<file path="src/rtl/spi_phy_pkg.sv">
// Shared types and widths for the SPI master PHY.
//   state_e   : transfer FSM states (3-bit encoding)
//   WORD_W    : transfer word width
//   BYTE_W    : byte width (back-pressure granularity)
//   BIT_CNT_W : width of the per-word bit counter
package spi_phy_pkg;

  localparam int unsigned WORD_W    = 32;
  localparam int unsigned BYTE_W    = 8;
  localparam int unsigned BIT_CNT_W = 5;

  typedef enum logic [2:0] {
    IDLE  = 3'd0,
    SETUP = 3'd1,
    LOW   = 3'd2,
    HIGH  = 3'd3,
    GAP   = 3'd4,
    DONE  = 3'd5
  } state_e;

  // Index of the final bit for a transfer of (len+1) bytes.
  function automatic logic [BIT_CNT_W-1:0] last_bit(input logic [1:0] len);
    return BIT_CNT_W'((32'(len) + 32'd1) * BYTE_W - 32'd1);
  endfunction

endpackage

</file>
<file path="src/rtl/spi_clk_gen.sv">
// SCK half-period timer. Counts CLK_DIV clk cycles per SCK phase and emits a
// one-cycle strobe at the end of each phase: rise_c ends a low phase, fall_c
// ends a high phase.
// Ports:
//   clk, rst_n : clock, async active-low reset
//   en         : count (transfer is in an SCK low/high phase)
//   clr        : hold the counter at zero (idle or byte-boundary gap)
//   phase_hi   : current phase is SCK high
//   rise_c     : combinational strobe, SCK should rise next cycle
//   fall_c     : combinational strobe, SCK should fall next cycle
module spi_clk_gen #(
  parameter int unsigned CLK_DIV = 2
) (
  input  logic clk,
  input  logic rst_n,
  input  logic en,
  input  logic clr,
  input  logic phase_hi,
  output logic rise_c,
  output logic fall_c
);

  localparam int unsigned CNT_W = (CLK_DIV > 1) ? $clog2(CLK_DIV) : 1;

  logic [CNT_W-1:0] cnt_q;
  logic             tick_c;

  assign tick_c = en && (cnt_q == CNT_W'(CLK_DIV - 1));
  assign rise_c = tick_c && !phase_hi;
  assign fall_c = tick_c && phase_hi;

  // Phase counter; wraps at each strobe so the next phase starts from zero.
  always_ff @(posedge clk or negedge rst_n) begin
    if (!rst_n) begin
      cnt_q <= '0;
    end else if (clr || tick_c) begin
      cnt_q <= '0;
    end else if (en) begin
      cnt_q <= cnt_q + CNT_W'(1);
    end
  end

endmodule

</file>
<file path="src/rtl/spi_phy.sv">
// SPI master PHY (mode 0) for the LCD interface. Shifts a 32-bit word out
// MSB-first on sck_o/mosi_o while capturing miso_i, drives chip select and
// stalls SCK at byte boundaries when the host drops spi_ready.
// Ports:
//   clk, rst_n          : clock, async active-low reset
//   spi_mosi / spi_miso : word to send (latched on begin) / last word received
//   spi_begin           : start strobe, accepted only while idle
//   spi_ready           : host ready, sampled at byte boundaries
//   spi_busy            : transfer in progress
//   spi_cs              : host chip-select request
//   sck_o, mosi_o, miso_i, cs_n_o : SPI pins
// Optional feature macro SPI_PHY_BYTE_LEN_EN adds spi_len[1:0] selecting a
// 1..4 byte transfer from the top of spi_mosi; received bytes land right-aligned.
module spi_phy
  import spi_phy_pkg::*;
#(
  parameter int unsigned CLK_DIV = 2
) (
  input  logic              clk,
  input  logic              rst_n,
  input  logic [WORD_W-1:0] spi_mosi,
  output logic [WORD_W-1:0] spi_miso,
  input  logic              spi_begin,
  input  logic              spi_ready,
  output logic              spi_busy,
  input  logic              spi_cs,
  output logic              sck_o,
  output logic              mosi_o,
  input  logic              miso_i,
  output logic              cs_n_o
`ifdef SPI_PHY_BYTE_LEN_EN
  ,
  input  logic [1:0]        spi_len
`endif
);

  state_e                 state_q, state_d;
  logic [WORD_W-1:0]      tx_q, rx_q;
  logic [BIT_CNT_W-1:0]   bit_cnt_q;
  logic [BIT_CNT_W-1:0]   last_bit_c;
  logic                   rise_c, fall_c;

`ifdef SPI_PHY_BYTE_LEN_EN
  logic [BIT_CNT_W-1:0]   last_bit_q;

  // Transfer length captured with the begin strobe.
  always_ff @(posedge clk or negedge rst_n) begin
    if (!rst_n) begin
      last_bit_q <= last_bit(2'd3);
    end else if (state_q == IDLE && spi_begin) begin
      last_bit_q <= last_bit(spi_len);
    end
  end

  assign last_bit_c = last_bit_q;
`else
  assign last_bit_c = last_bit(2'd3);
`endif

  spi_clk_gen #(
    .CLK_DIV (CLK_DIV)
  ) u_clk_gen (
    .clk      (clk),
    .rst_n    (rst_n),
    .en       (state_q == LOW || state_q == HIGH),
    .clr      (state_q == IDLE || state_q == GAP),
    .phase_hi (state_q == HIGH),
    .rise_c   (rise_c),
    .fall_c   (fall_c)
  );

  // State register.
  always_ff @(posedge clk or negedge rst_n) begin
    if (!rst_n) begin
      state_q <= IDLE;
    end else begin
      state_q <= state_d;
    end
  end

  // Next-state logic; byte-boundary stall checked only after bits 8/16/24.
  always_comb begin
    state_d = state_q;
    unique case (state_q)
      IDLE:  if (spi_begin) state_d = SETUP;
      SETUP: state_d = LOW;
      LOW:   if (rise_c) state_d = HIGH;
      HIGH: begin
        if (fall_c) begin
          if (bit_cnt_q == last_bit_c) begin
            state_d = DONE;
          end else if (bit_cnt_q[2:0] == 3'b111 && !spi_ready) begin
            state_d = GAP;
          end else begin
            state_d = LOW;
          end
        end
      end
      GAP:   if (spi_ready) state_d = LOW;
      DONE:  state_d = IDLE;
      default: state_d = IDLE;
    endcase
  end

  // Datapath and registered pin/host outputs.
  always_ff @(posedge clk or negedge rst_n) begin
    if (!rst_n) begin
      tx_q      <= '0;
      rx_q      <= '0;
      bit_cnt_q <= '0;
      spi_miso  <= '0;
      spi_busy  <= 1'b0;
      sck_o     <= 1'b0;
      mosi_o    <= 1'b0;
      cs_n_o    <= 1'b1;
    end else begin
      unique case (state_q)
        IDLE: begin
          cs_n_o <= ~spi_cs;
          if (spi_begin) begin
            tx_q      <= spi_mosi;
            rx_q      <= '0;
            bit_cnt_q <= '0;
            mosi_o    <= spi_mosi[WORD_W-1];
            cs_n_o    <= 1'b0;
            spi_busy  <= 1'b1;
          end
        end
        LOW: begin
          if (rise_c) begin
            sck_o <= 1'b1;
            rx_q  <= {rx_q[WORD_W-2:0], miso_i};
          end
        end
        HIGH: begin
          if (fall_c) begin
            sck_o     <= 1'b0;
            tx_q      <= {tx_q[WORD_W-2:0], 1'b0};
            mosi_o    <= tx_q[WORD_W-2];
            bit_cnt_q <= bit_cnt_q + BIT_CNT_W'(1);
          end
        end
        DONE: begin
          spi_miso <= rx_q;
          spi_busy <= 1'b0;
          // Chip select follows the host again from the first idle cycle.
          cs_n_o   <= ~spi_cs;
        end
        default: ;
      endcase
    end
  end

endmodule

</file>
<file path="config.mk">
export PLATFORM = sky130hd
export DESIGN_NAME = spi_phy
export DESIGN_NICKNAME = d
export VERILOG_FILES = /design/src/rtl/spi_phy_pkg.sv /design/src/rtl/spi_clk_gen.sv /design/src/rtl/spi_phy.sv
export SDC_FILE = /design/constraint.sdc
export NUM_CORES = 1
export LEC_CHECK = 0
export CORE_MARGIN = 2
export CORE_UTILIZATION = 30
export DETAILED_ROUTE_END_ITERATION = 6
export GPL_TIMING_DRIVEN = 0
export PLACE_DENSITY_LB_ADDON = 0.08
export SLEW_MARGIN = 20
export SYNTH_ARGS = -nofsm -noshare
export SYNTH_HDL_FRONTEND = slang
export SYNTH_HIERARCHICAL = 1
export SYNTH_SLANG_ARGS = --single-unit
</file>
<file path="constraint.sdc">
create_clock -name clk -period 3.2 [get_ports clk]
set_clock_uncertainty 0.1 [all_clocks]
set_input_delay 0.48 -clock clk [delete_from_list [all_inputs] [get_ports clk]]
set_output_delay 0.48 -clock clk [all_outputs]
set_load 0.1 [all_outputs]
</file>
==> out/results.txt <==
Status: finished clean
CTS sink count: 108
Synth Area per Inst: 11.8 sq um
Worst-Margin Slew: 1.03 ns
I/O pins: 74
Initial DRT Pass Iterations: 4
Area contributors post-synth: dfrtp_1, mux2_2, mux2i_1, nand2_1, o21ai_0
Pleak: 2.82 nW
Setup violations, final: 0
CP max stage delay: 1.18 ns
CP endpoint kind: primary output
Max transition margin: 30.9%
DR WL met3: 545 um
Seq/Total Area, Yosys: 56.4%
Post-synth cell types: 39
H-tree levels: 3
R2r endpoint: tx_q[2]$_DFFE_PN0P_
Core region area: 15800 sq um
WP buf/inv: 1
Root Buffer: clkbuf_16
Setup crit start: cs_n_o$_DFFE_PN1P_
Post-CTS setup buffers: 0
First-pass GRT wire length: 16700 um
Slowest cell on crit path: clkdlybuf4s50_1
Worst hold path class: flip-flop to flip-flop
Area grow syn2layout: 27.8%
WS Path Type: flip-flop to primary output
Die H: 130 um
Tot Pwr: 0.00481 W
Combinational power share: 35.2%
Metal-1 WL: 5020 um
Hold Slack: 0.381 ns
Hold_buf cts: 1
Count of standard-cell rows: 46
Post-Route WL: 10000 um
Reg2reg path depth: 9
CP Cell Sequence: clkdlybuf4s50_1
Critical Path Start Type: flip-flop
Leading area contributor after synthesis: dfrtp_1
DIE WIDTH: 130 um
# diodes: 0
PortBufs: 73
Proportion of synthesized area in mux cells: 22.6%
Net Sw Frac: 32.1%
WP data arrival: 2.10 ns
Post-DP Area: 5820 sq um
#FFs+latches synth: 108
Routability cong.: 0.682
Total number of vias: 3139
Commonest cells post-synth: dfrtp_1, nand2_1, mux2_2
CTS resizes: 0
Top sig layer: met4
WL met2: 4280 um
Post-Route Setup TNS: 0 ns
EDFF count, synth: 0
CTS clk-pin slew, worst paths: 0.07 ns
Bufs on Longest Clock Path: 2
Complex-gate fraction of the synthesized area: 6.37%
Top-area cell type share of the netlist area: 55.9%
Die area: 17000 sq um
Antenna violations before repair: 0
Largest delay share family, worst path: buffers and inverters
Final-report hold violation count: 0
Routed len/inst: 14.1 um
Vias per Instance: 4.41
Synth Area in XOR/XNOR: 0.183%
Top FF cell, synth: dfrtp_1
Count leader, synth: dfrtp_1
Final min period: 2.68 ns
Pint: 0.00327 W
Yosys warning total: 6
Main combinational cell family by area after synthesis: multiplexers
R2r startpoint: state_q[1]$_DFFE_PN0P_
Highest Clock Rate: 373 MHz
Crit. path cell count: 1
Cell area after layout: 6120 sq um
Slew Viols, Final: 0
Max-cap violations: 0
Clk_lat worst skew: 0.35 ns
Psw: 0.00154 W
Total grt overflow: 0
Starting Density: 30.4%
Post-Synth Adder-Cell Area: 0.783%
RSZ-0062 raised after global routing: no
TritonCTS Buffers: 9
Vias in the first global route: 3328
Post-synth ARST share: 100%
Sequential power share: 42.2%
Synth Instances: 405
Post-DP HPWL: 6720 um
Worst Setup EP: cs_n_o
Mapped Nets: 446
Total track usage: 12.7%
Final core occ: 38.8%
Share of layout cells above drive strength 1: 20.0%
Crit share post-route: 83.8%
Clock share of power: 22.6%
Drt initial violations: 101
Worst R2R Setup Slack: 0.63 ns
Pin count of the biggest net entering global routing: 58
Cell Area, Synth: 4790 sq um
CP Max Fanout: 4
CP required: 2.62 ns
Antenna-violating nets left: 0
Peak VDD IR: 245 uV
Power per Cell Area: 786 nW/um^2
Synth Area in Simple Gates: 8.12%
CTS tree: done
DRC viols: 0
Nets: 532
[power by group through the flow]
| stage | registers, W | logic, W | clock network [W] |
|---|---|---|---|
| finish | 0.00203 | 0.00169 | 0.00109 |
| CTS | 0.00204 | 0.00174 | 0.00115 |
| floorplan | 0.00209 | 0.00128 | 0 |
| global route | 0.00209 | 0.00189 | 0.00119 |
| global placement | 0.00205 | 0.00170 | 0 |
| detailed placement | 0.00206 | 0.00173 | 0 |
[registers in the layout, summed over array words and instances, names as in the netlist]
register,cells
state_q,3
rx_q,32
u_clk_gen/cnt_q,1
tx_q,31
sck_o,1
bit_cnt_q,5
cs_n_o,1
spi_miso,32
mosi_o,1
spi_busy,1
[layer usage]
metal,track usage (%),up-vias
met4,5.44,0
li1,-,1527
met2,19.2,64
met1,17.4,1535
met3,3.14,13
met5,0,-
[per-stage QoR]
| step | cells | setup WS (ns) |
|---|---|---|
| after floorplan | 405 | 0.968 |
| after global placement | 694 | -2.96 |
| after detailed placement | 695 | 0.646 |
| after CTS | 712 | 0.492 |
| after global routing | 712 | 0.471 |
| final | 712 | 0.519 |
[layout by cell type, fill, tap and decap left out, drive strengths merged, types with 3 or more instances in the layout]
master	count
dfrtp	107
clkdlybuf4s50	72
nand2	69
mux2	64
inv	36
mux2i	34
o21ai	33
clkbuf	22
buf	15
nor2	4
a22o	4
a21oi	4
ha	3
[worst min-delay path, delay by kind of cell, from the launching register on]
family | cells | cell delay [ns]
flops | 1 | 0.34
compound gates | 1 | 0.06
simple gates | 1 | 0.04
[area by class of cell]
cell class	count	area, sq um
flip-flops and latches	108	2700
clock buffers	13	270
repair buffers	75	769
plain buffers	22	128
clock inverters	3	20.0
inverters	36	135
fillers	1622	9650
multi-input cells	239	1820
well taps	216	270
[kinds of logic (layout without fill, tap and decap cells)]
logic type | Yosys count | after routing
AOI/OAI and AO/OA | 50 | 50
xor gates and xnor gates | 1 | 1
adders and majority gates | 3 | 3
buffers and inverters | 58 | 149
DFF | 108 | 108
muxes | 98 | 98
and+or+nand+nor | 87 | 87
[worst min-delay path by stage]
stage | start | endpoint | slack [ns] | cells past startpoint
finish | spi_miso[10]$_DFFE_PN0P_ | spi_miso[10]$_DFFE_PN0P_ | 0.38 | 2
global route | spi_miso[2]$_DFFE_PN0P_ | spi_miso[2]$_DFFE_PN0P_ | 0.41 | 2
CTS | bit_cnt_q[3]$_DFFE_PN0P_ | bit_cnt_q[3]$_DFFE_PN0P_ | 0.39 | 1
detailed placement | spi_miso[26]$_DFFE_PN0P_ | spi_miso[26]$_DFFE_PN0P_ | 0.37 | 2
global placement | spi_miso[0]$_DFFE_PN0P_ | spi_miso[0]$_DFFE_PN0P_ | 0.37 | 2
floorplan | rst_n | bit_cnt_q[0]$_DFFE_PN0P_ | 0.08 | 0
Note: power is estimated with default switching activity, not from simulation.
